### src/rtl/wave_mem_loader_pkg.sv
// Shared tone-generator constants and types: wave memory geometry, sample
// width and the loader state encoding, used by the loader and the wave memory.
package wave_mem_loader_pkg;

  localparam int WAVE_DEPTH    = 32;
  localparam int WAVE_ADDR_W   = 5;
  localparam int WAVE_SAMPLE_W = 4;
  localparam int WAVE_BYTE_W   = 2 * WAVE_SAMPLE_W;
  localparam int WAVE_LEN_W    = 6;

  localparam logic [WAVE_LEN_W-1:0] LEN_ONE  = 6'd1;
  localparam logic [WAVE_LEN_W-1:0] LEN_FULL = 6'd32;

  typedef enum logic [2:0] {
    ST_IDLE      = 3'd0,
    ST_WAIT_BYTE = 3'd1,
    ST_WR_HI     = 3'd2,
    ST_WR_LO     = 3'd3,
    ST_DONE      = 3'd4
  } load_state_e;

  // A zero length or any length beyond the memory depth loads the whole table.
  function automatic logic [WAVE_LEN_W-1:0] norm_len(input logic [WAVE_LEN_W-1:0] len);
    logic [WAVE_LEN_W-1:0] res;
    if ((len == 6'd0) || (len > LEN_FULL)) begin
      res = LEN_FULL;
    end else begin
      res = len;
    end
    return res;
  endfunction

endpackage

### src/rtl/wave_mem_loader_if.sv
// Load-request, byte-stream and wave-memory write bus of the wave loader.
// master = stimulus/controller side, slave = the loader itself.
interface wave_mem_loader_if import wave_mem_loader_pkg::*; ();

  logic                     load_start_in;
  logic [WAVE_ADDR_W-1:0]   load_addr_in;
  logic [WAVE_LEN_W-1:0]    load_len_in;
  logic [WAVE_BYTE_W-1:0]   byte_data_in;
  logic                     byte_valid_in;
  logic                     byte_ready_out;
  logic [WAVE_ADDR_W-1:0]   mem_write_addr_out;
  logic [WAVE_SAMPLE_W-1:0] mem_write_data_out;
  logic                     mem_write_en_out;
  logic                     busy_out;
  logic                     done_out;

  modport master (
    output load_start_in,
    output load_addr_in,
    output load_len_in,
    output byte_data_in,
    output byte_valid_in,
    input  byte_ready_out,
    input  mem_write_addr_out,
    input  mem_write_data_out,
    input  mem_write_en_out,
    input  busy_out,
    input  done_out
  );

  modport slave (
    input  load_start_in,
    input  load_addr_in,
    input  load_len_in,
    input  byte_data_in,
    input  byte_valid_in,
    output byte_ready_out,
    output mem_write_addr_out,
    output mem_write_data_out,
    output mem_write_en_out,
    output busy_out,
    output done_out
  );

endinterface

### src/rtl/wave_mem_loader.sv
// Streams packed byte pairs of samples into the wave memory, high nibble
// first, starting at a captured address for a captured number of samples.
module wave_mem_loader import wave_mem_loader_pkg::*; #(
  parameter int ADDR_W   = WAVE_ADDR_W,
  parameter int SAMPLE_W = WAVE_SAMPLE_W
) (
  input  logic             clk_in,
  input  logic             rst_in,
  wave_mem_loader_if.slave bus
);

  localparam int BYTE_W = 2 * SAMPLE_W;

  load_state_e             state_q, state_d;
  logic [ADDR_W-1:0]       addr_q, addr_d;
  logic [WAVE_LEN_W-1:0]   cnt_q, cnt_d;
  logic [BYTE_W-1:0]       byte_q, byte_d;
  logic                    ready_q, ready_d;
  logic                    wen_q, wen_d;
  logic [SAMPLE_W-1:0]     data_q, data_d;
  logic                    busy_q, busy_d;
  logic                    done_q, done_d;

  // Next-state, address/count bookkeeping and byte capture.
  always_comb begin
    state_d = state_q;
    addr_d  = addr_q;
    cnt_d   = cnt_q;
    byte_d  = byte_q;
    case (state_q)
      ST_IDLE: begin
        if (bus.load_start_in) begin
          addr_d  = ADDR_W'(bus.load_addr_in);
          cnt_d   = norm_len(bus.load_len_in);
          state_d = ST_WAIT_BYTE;
        end else begin
          state_d = ST_IDLE;
        end
      end
      ST_WAIT_BYTE: begin
        if (bus.byte_valid_in) begin
          byte_d  = BYTE_W'(bus.byte_data_in);
          state_d = ST_WR_HI;
        end else begin
          state_d = ST_WAIT_BYTE;
        end
      end
      ST_WR_HI: begin
        addr_d = addr_q + ADDR_W'(1);
        cnt_d  = cnt_q - LEN_ONE;
        if (cnt_q == LEN_ONE) begin
          state_d = ST_DONE;
        end else begin
          state_d = ST_WR_LO;
        end
      end
      ST_WR_LO: begin
        addr_d = addr_q + ADDR_W'(1);
        cnt_d  = cnt_q - LEN_ONE;
        if (cnt_q == LEN_ONE) begin
          state_d = ST_DONE;
        end else begin
          state_d = ST_WAIT_BYTE;
        end
      end
      ST_DONE: begin
        state_d = ST_IDLE;
      end
      default: begin
        state_d = ST_IDLE;
      end
    endcase
  end

  // Output flops are loaded from the upcoming state so they line up with it.
  always_comb begin
    ready_d = (state_d == ST_WAIT_BYTE);
    wen_d   = (state_d == ST_WR_HI) || (state_d == ST_WR_LO);
    busy_d  = (state_d != ST_IDLE);
    done_d  = (state_d == ST_DONE);
    case (state_d)
      ST_WR_HI: data_d = byte_d[BYTE_W-1:SAMPLE_W];
      ST_WR_LO: data_d = byte_d[SAMPLE_W-1:0];
      default:  data_d = '0;
    endcase
  end

  // State and output registers; reset aborts any load in progress.
  always_ff @(posedge clk_in or posedge rst_in) begin
    if (rst_in) begin
      state_q <= ST_IDLE;
      addr_q  <= '0;
      cnt_q   <= '0;
      byte_q  <= '0;
      ready_q <= 1'b0;
      wen_q   <= 1'b0;
      data_q  <= '0;
      busy_q  <= 1'b0;
      done_q  <= 1'b0;
    end else begin
      state_q <= state_d;
      addr_q  <= addr_d;
      cnt_q   <= cnt_d;
      byte_q  <= byte_d;
      ready_q <= ready_d;
      wen_q   <= wen_d;
      data_q  <= data_d;
      busy_q  <= busy_d;
      done_q  <= done_d;
    end
  end

  // addr_q already holds the address of the sample being strobed.
  always_comb begin
    bus.byte_ready_out     = ready_q;
    bus.mem_write_addr_out = WAVE_ADDR_W'(addr_q);
    bus.mem_write_data_out = WAVE_SAMPLE_W'(data_q);
    bus.mem_write_en_out   = wen_q;
    bus.busy_out           = busy_q;
    bus.done_out           = done_q;
  end

endmodule

### src/flat_wrapper.sv
// flat-port wrapper written by rule: the top's interface ports become plain ports
module wave_mem_loader_flat import wave_mem_loader_pkg::*;
#(
  parameter int ADDR_W   = WAVE_ADDR_W,
  parameter int SAMPLE_W = WAVE_SAMPLE_W
)
  (clk_in, rst_in, bus_load_start_in, bus_load_addr_in, bus_load_len_in, bus_byte_data_in, bus_byte_valid_in, bus_byte_ready_out, bus_mem_write_addr_out, bus_mem_write_data_out, bus_mem_write_en_out, bus_busy_out, bus_done_out);
  wave_mem_loader_if bus_i ();
  input  logic clk_in;
  input  logic rst_in;
  input wire logic [$bits(bus_i.load_start_in)-1:0] bus_load_start_in;
  input wire logic [$bits(bus_i.load_addr_in)-1:0] bus_load_addr_in;
  input wire logic [$bits(bus_i.load_len_in)-1:0] bus_load_len_in;
  input wire logic [$bits(bus_i.byte_data_in)-1:0] bus_byte_data_in;
  input wire logic [$bits(bus_i.byte_valid_in)-1:0] bus_byte_valid_in;
  output wire logic [$bits(bus_i.byte_ready_out)-1:0] bus_byte_ready_out;
  output wire logic [$bits(bus_i.mem_write_addr_out)-1:0] bus_mem_write_addr_out;
  output wire logic [$bits(bus_i.mem_write_data_out)-1:0] bus_mem_write_data_out;
  output wire logic [$bits(bus_i.mem_write_en_out)-1:0] bus_mem_write_en_out;
  output wire logic [$bits(bus_i.busy_out)-1:0] bus_busy_out;
  output wire logic [$bits(bus_i.done_out)-1:0] bus_done_out;
  assign bus_i.load_start_in = bus_load_start_in;
  assign bus_i.load_addr_in = bus_load_addr_in;
  assign bus_i.load_len_in = bus_load_len_in;
  assign bus_i.byte_data_in = bus_byte_data_in;
  assign bus_i.byte_valid_in = bus_byte_valid_in;
  assign bus_byte_ready_out = bus_i.byte_ready_out;
  assign bus_mem_write_addr_out = bus_i.mem_write_addr_out;
  assign bus_mem_write_data_out = bus_i.mem_write_data_out;
  assign bus_mem_write_en_out = bus_i.mem_write_en_out;
  assign bus_busy_out = bus_i.busy_out;
  assign bus_done_out = bus_i.done_out;
  wave_mem_loader #(.ADDR_W(ADDR_W), .SAMPLE_W(SAMPLE_W)) u_core (.clk_in(clk_in), .rst_in(rst_in), .bus(bus_i));
endmodule
### config.mk
export PLATFORM = sky130hd
export DESIGN_NAME = wave_mem_loader_flat
export DESIGN_NICKNAME = d
export VERILOG_FILES = /design/src/rtl/wave_mem_loader_pkg.sv /design/src/rtl/wave_mem_loader_if.sv /design/src/rtl/wave_mem_loader.sv /design/src/flat_wrapper.sv
export SDC_FILE = /design/constraint.sdc
export NUM_CORES = 1
export LEC_CHECK = 0
export CORE_UTILIZATION = 41
export DETAILED_ROUTE_END_ITERATION = 6
export PLACE_DENSITY = 0.7
export SLEW_MARGIN = 20
export SYNTH_ARGS = -nofsm -noshare
export SYNTH_HDL_FRONTEND = slang
export SYNTH_SLANG_ARGS = --single-unit
### constraint.sdc
create_clock -name clk_in -period 3.4 [get_ports clk_in]
set_clock_uncertainty 0.2 [all_clocks]
set_input_delay 0.34 -clock clk_in [delete_from_list [all_inputs] [get_ports clk_in]]
set_output_delay 0.34 -clock clk_in [all_outputs]
set_load 0.01 [all_outputs]
==> summary.txt, run 1 <==
Clocking
  – Clk_lat worst skew: 330 ps
  – Post-CTS Hold Buffers: 0
  – Total CTS buffers: 3
  – CTS tree: built
  – Setup Fix Bufs, Post-CTS: 0
  – CTS Buffer Depth: 2
  – Post-CTS Resized: 0
  – CTS sink cnt: 26
  – Root buffer cell: clkbuf_4
  – Reg clk slew, reported paths: 150 ps
  – Htree depth: 1

Run status
  – Outcome: complete, no violations

Worst setup path
  – Crit-path cells: clkinv_1 -> and3_1 -> mux2_2
  – Max stage delay on crit path: 670 ps
  – Crit path launch type: register
  – Crit path kind: register to register
  – Maximum fanout along the worst path: 14
  – Cell family with the largest share of critical-path delay: flip-flops
  – Worst Path Buf+Inv: 1
  – Crit. End Element: register
  – Crit path DAT: 2090 ps
  – Critical-path top delay cell: dfrtp_1
  – Worst Path Required: 3430 ps

Power
  – Pwr Density: 794 mW/mm²
  – Total chip power: 1.41 mW
  – Comb pwr share: 0.430
  – Clock power share: 0.153
  – Internal Power: 0.894 mW
  – Switch share: 0.365
  – Net Sw Power: 0.513 mW
  – Leakage power: 0.749 nW
  – Power share of the sequential group: 0.416
  – Max VDD drop: 0.349 mV

Synth
  – Top post-synthesis cells by area: dfrtp_1 (48%), mux2_2 (4.9%), mux2i_1 (3.7%), nand3_1 (2.9%), ha_1 (2.7%)
  – Post-synth top area cell: dfrtp_1
  – Top-count cell post-synth: dfrtp_1
  – Netlist cell types: 37
  – Seq/Total Area, Yosys: 0.475
  – Post-Syn Instances: 131
  – Share of async-settable or async-resettable flops after synthesis: 1.00
  – Post-synth top cells: dfrtp_1 (26), nand2_1 (8), nand3_1 (8), inv_1 (7)
  – Post-synthesis cell area: 0.00137 mm²
  – Synthesized area per cell: 10.4 µm²
  – EDFF count, synth: 0
  – YS warnings: 0
  – Top cell type's share of synthesized area: 0.475
  – Synth Net Count: 157
  – FF+latch count, synth: 26
  – Top FF cell, synth: dfrtp_1

Job
  – Maximum capacitance violations: 0

STA
  – Tmin final: 2060 ps
  – Pins Over Slew Limit: 0
  – Max-slew headroom: 0.394
  – Endpoints failing hold: 0
  – TNS Setup: 0 ps
  – Worst Max-Slew Pin Slew: 903 ps
  – Endpoints failing setup: 0
  – Fmax: 0.485 GHz
  – Unrepaired setup endpoints after global routing: no
  – Tcrit/Tclk final: 0.607
  – Final WS setup: 1340 ps

Floorplanning
  – Initial Utilization: 0.441
  – Die Wd: 59.8 µm
  – Die Outline Area: 0.00357 mm²
  – Height of the die: 59.8 µm
  – I/O pin total: 36
  – Std cell rows: 20
  – Core Footprint: 0.00310 mm²

Global route
  – Number of global-route vias before repair: 1092
  – Largest net degree at the start of global routing: 27
  – Initial antenna violation count: 0
  – Total congestion overflow: 0
  – First-pass GRT wire length: 5000 µm
  – Global Route Usage Sum: 0.191

Final layout
  – # nets final: 189
  – Fin area: 0.00177 mm²
  – Diode count: 0
  – Area grow syn2layout: 29.4%
  – Fraction of layout cells with a size suffix above 1: 0.0864
  – Finished Core Util: 0.571

Routing
  – Via Count: 1111
  – Remaining DRCs: 0
  – Post-route ant nets: 0
  – Drt initial violations: 26
  – Drt total wl: 2990 µm
  – Wire per inst: 14.5 µm
  – DR pass1 iterations: 4
  – Vias per cell: 5.39

Placement
  – Post-DP HPWL: 2170 µm
  – Post-DP Area: 0.00172 mm²
  – Pre-CTS setup slack: 1240 ps
  – Port bufs: 35
  – Gpl congestion: 0.785

Min path
  – Worst hold path type: primary input to asynchronous set/reset pin
final timing paths:
| check | from | to | slack (ps) | depth (start not counted) |
|---|---|---|---|---|
| min in group clk_in | u_core.cnt_q[4] | u_core.cnt_q[4] | 310 | 1 |
| min | rst_in | u_core.cnt_q[3] | 170 | 2 |
| max reg2reg | u_core.state_q[1] | u_core.byte_q[2] | 1340 | 3 |
| max in group asynchronous | rst_in | u_core.bus.mem_write_data_out[1] | 2400 | 2 |
| min reg2reg | u_core.cnt_q[4] | u_core.cnt_q[4] | 310 | 1 |
| max | u_core.state_q[1] | u_core.byte_q[2] | 1340 | 3 |
worst register-to-register path: cells and delay by family (launching register included):
kind / cells / cell delay (ps)
flip-flops: 1 / 670
multiplexers: 1 / 320
buffers and inverters: 1 / 400
AND/OR/NAND/NOR: 1 / 370
power groups by stage:
stage	combinational (mW)	sequential [mW]	clock (mW)
4_1_cts	0.609	0.582	0.221
6_report	0.606	0.586	0.216
3_5_place_dp	0.608	0.588	0
3_3_place_gp	0.591	0.579	0
2_1_floorplan	0.411	0.562	0
5_1_grt	0.675	0.606	0.235
cells by family after synthesis:
group                      synth area share
and+or+nand+nor                       0.218
DFF                                   0.475
muxes                                0.0859
adders and majority gates            0.0274
buffers and inverters                0.0621
AOI/OAI and AO/OA                     0.131
layout make-up:
cell class | count | area, µm²
tap | 44 | 55.1
inverter | 8 | 30.0
timing repair buffer | 35 | 350
clock inverter | 1 | 30.0
multi-input combinational | 89 | 633
sequential | 26 | 651
clock buffer | 3 | 22.5
fill | 286 | 1330
stage by stage:
stage	hold WS (ps)	instances
floorplan	180	131
global placement	266	202
detailed placement	282	202
CTS	301	206
global route	248	206
finish	174	206
state kept, by name, summed over array words and instances (netlist names):
name                           cells
u_core.state_q                     3
u_core.bus.mem_write_en_out        1
u_core.bus.mem_write_data_out      4
u_core.bus.byte_ready_out          1
u_core.bus.busy_out                1
u_core.byte_q                      4
u_core.bus.done_out                1
u_core.bus.mem_write_addr_out      5
u_core.cnt_q                       6
layer usage:
| metal | vias to the layer above | wire length [µm] | GRT usage |
|---|---|---|---|
| met5 | - | 0 | 0 |
| met2 | 29 | 1420 | 0.313 |
| met3 | 5 | 123 | 0.0390 |
| met4 | 0 | 64 | 0.110 |
| li1 | 534 | - | - |
| met1 | 543 | 1380 | 0.234 |
layout by cell type (no fill, tap or decap), types with 5 or more instances in the layout:
cell type,n
nand2b_1,5
nor2_1,5
dfrtp_1,26
mux2_2,6
mux2i_1,5
nor3_1,6
inv_1,6
nand3_1,8
clkdlybuf4s50_1,35
nand2_1,8
Power figures use the tool's default switching activity.
==> run 2: changes to the inputs <==
==> constraint.sdc (replaced) <==
create_clock -name clk_in -period 2.1 [get_ports clk_in]
set_clock_uncertainty 0.2 [all_clocks]
set_input_delay 0.21 -clock clk_in [delete_from_list [all_inputs] [get_ports clk_in]]
set_output_delay 0.21 -clock clk_in [all_outputs]
set_load 0.01 [all_outputs]
==> summary.txt, run 2 (synthesis results as in run 1) <==
Placement
  – Gpl congestion: 0.788 (was 0.785)
  – Port bufs: 35 (unchanged)
  – Post-DP HPWL: 2220 µm (was 2170 µm)
  – Pre-CTS setup slack: 195 ps (was 1240 ps)
  – Post-DP Area: 0.00176 mm² (was 0.00172 mm²)

Global route
  – Number of global-route vias before repair: 1070 (was 1092)
  – First-pass GRT wire length: 4980 µm (was 5000 µm)
  – Met3 Use GR: 0.0346 (was 0.0390)
  – Most Crowded Layer GR: met2 (unchanged)
  – Met1 Usage GRT: 0.251 (was 0.234)
  – Initial antenna violation count: 0 (unchanged)
  – Met2 Use GR: 0.300 (was 0.313)
  – Largest net degree at the start of global routing: 27 (unchanged)
  – Total congestion overflow: 0 (unchanged)
  – Global Route Usage Sum: 0.187 (was 0.191)

Worst setup path
  – Worst Path Buf+Inv: 1 (unchanged)
  – Crit-path cells: clkinv_1 -> and3_1 -> mux2_2 (unchanged)
  – Cell family with the largest share of critical-path delay: flip-flops (unchanged)
  – Maximum fanout along the worst path: 14 (unchanged)
  – Crit. End Element: register (unchanged)
  – Max stage delay on crit path: 640 ps (was 670 ps)
  – R2r setup slk: 210 ps (was 1340 ps)
  – Crit path DAT: 1920 ps (was 2090 ps)
  – Critical-path top delay cell: dfrtp_1 (unchanged)
  – Worst Path Required: 2130 ps (was 3430 ps)
  – Crit path kind: register to register (unchanged)
  – Crit path launch type: register (unchanged)

STA
  – Tcrit/Tclk final: 0.902 (was 0.607)
  – Worst Max-Slew Pin Slew: 444 ps (was 903 ps)
  – Endpoints failing hold: 0 (unchanged)
  – Endpoints failing setup: 0 (unchanged)
  – Unrepaired setup endpoints after global routing: no (unchanged)
  – Final WS setup: 207 ps (was 1340 ps)
  – Pins Over Slew Limit: 0 (unchanged)
  – Max-slew headroom: 0.704 (was 0.394)
  – Fmax: 0.528 GHz (was 0.485 GHz)
  – TNS Setup: 0 ps (unchanged)
  – Tmin final: 1890 ps (was 2060 ps)

Routing
  – Drt total wl: 2940 µm (was 2990 µm)
  – Drt initial violations: 41 (was 26)
  – Vias per cell: 5.34 (was 5.39)
  – Remaining DRCs: 0 (unchanged)
  – Wire per inst: 14.0 µm (was 14.5 µm)
  – Via Count: 1126 (was 1111)
  – Post-route ant nets: 0 (unchanged)
  – DR pass1 iterations: 4 (unchanged)

Clocking
  – CTS sink cnt: 26 (unchanged)
  – Htree depth: 1 (unchanged)
  – CTS Buffer Depth: 2 (unchanged)
  – Setup Fix Bufs, Post-CTS: 0 (unchanged)
  – Reg clk slew, reported paths: 140 ps (was 150 ps)
  – Post-CTS Resized: 0 (unchanged)
  – Post-CTS Hold Buffers: 0 (unchanged)
  – Total CTS buffers: 3 (unchanged)
  – CTS tree: built (unchanged)
  – Clk_lat worst skew: 320 ps (was 330 ps)
  – Root buffer cell: clkbuf_4 (unchanged)

Final layout
  – Fraction of layout cells with a size suffix above 1: 0.114 (was 0.0864)
  – Diode count: 0 (unchanged)
  – Fin area: 0.00181 mm² (was 0.00177 mm²)
  – Commonest non-fill, non-tap cells in the layout: clkdlybuf4s50_1 (35), dfrtp_1 (26), nand2_1 (8), nand3_1 (8), inv_1 (7) (was clkdlybuf4s50_1 (35), dfrtp_1 (26), nand2_1 (8), nand3_1 (8))
  – Largest Register: u_core.cnt_q (unchanged)
  – Finished Core Util: 0.583 (was 0.571)
  – # nets final: 194 (was 189)
  – Area grow syn2layout: 32.2% (was 29.4%)
  – Most common cell after layout, fill and taps aside: clkdlybuf4s50_1 (unchanged)
  – Max reg flops: 6 (unchanged)

Min path
  – Worst hold path type: primary input to asynchronous set/reset pin (unchanged)

Power
  – Pwr Density: 1280 mW/mm² (was 794 mW/mm²)
  – Leakage power: 0.778 nW (was 0.749 nW)
  – Clock power share: 0.149 (was 0.153)
  – Power share of the sequential group: 0.404 (was 0.416)
  – Net Sw Power: 0.833 mW (was 0.513 mW)
  – Max VDD drop: 0.732 mV (was 0.349 mV)
  – Internal Power: 1.47 mW (was 0.894 mW)
  – Switch share: 0.361 (was 0.365)
  – Comb pwr share: 0.447 (was 0.430)

Run status
  – Outcome: complete, no violations (unchanged)

Floorplanning
  – Core Footprint: 0.00310 mm² (unchanged)
  – Initial Utilization: 0.441 (unchanged)
  – I/O pin total: 36 (unchanged)
  – Height of the die: 59.8 µm (unchanged)
  – Std cell rows: 20 (unchanged)
  – Die Outline Area: 0.00357 mm² (unchanged)
  – Die Wd: 59.8 µm (unchanged)

Job
  – Maximum capacitance violations: 0 (unchanged)
-- run 2: per-layer routing --
layer / wire length [µm] / vias up / share of wire
met5: 0 / - / 0
met4: 44 / 0 / 0.015
met3: 125 / 8 / 0.042
met2: 1460 / 41 / 0.50
met1: 1310 / 529 / 0.45
li1: - / 548 / -
-- run 2: final cells by class --
type                    instances  area (µm²)
clock buffers                   3        22.5
flip-flops and latches         26         651
fillers                       285        1290
clock inverters                 1        30.0
inverters                       8        30.0
repair buffers                 40         388
multi-input cells              89         633
well taps                      44        55.1
-- run 2: tightest hold or removal path, stage by stage --
cell	delay, ps
clkdlybuf4s50_1	400
inv_1	50
buf_4	310
-- run 2: power by group through the flow --
stage          Combinational (mW)  Clock (mW)  Sequential, mW
6_report                     1.03       0.343           0.932
5_1_grt                      1.16       0.375           0.965
4_1_cts                      1.04       0.355           0.928
3_5_place_dp                 1.03           0           0.939
3_3_place_gp                0.995           0           0.928
2_1_floorplan               0.665           0           0.910
-- run 2: per-stage QoR --
step / power [mW] / instances / hold slack [ps]
floorplan: 1.58 / 131 / 50.0
global placement: 1.92 / 207 / 273
detailed placement: 1.97 / 207 / 278
CTS: 2.32 / 211 / 22.9
global route: 2.50 / 211 / 34.2
finish: 2.31 / 211 / 23.3
-- run 2: final timing paths --
kind                                                    end           startpoint  depth (start not counted)
setup / recovery                           u_core.byte_q[1]    u_core.state_q[1]                          3
hold / removal                    u_core.bus.byte_ready_out               rst_in                          3
setup reg to reg                           u_core.byte_q[1]    u_core.state_q[1]                          3
hold reg to reg            u_core.bus.mem_write_data_out[0]     u_core.byte_q[0]                          1
max in group asynchronous  u_core.bus.mem_write_addr_out[0]               rst_in                          3
min in group clk_in        u_core.bus.mem_write_addr_out[0]  bus_load_addr_in[0]                          3
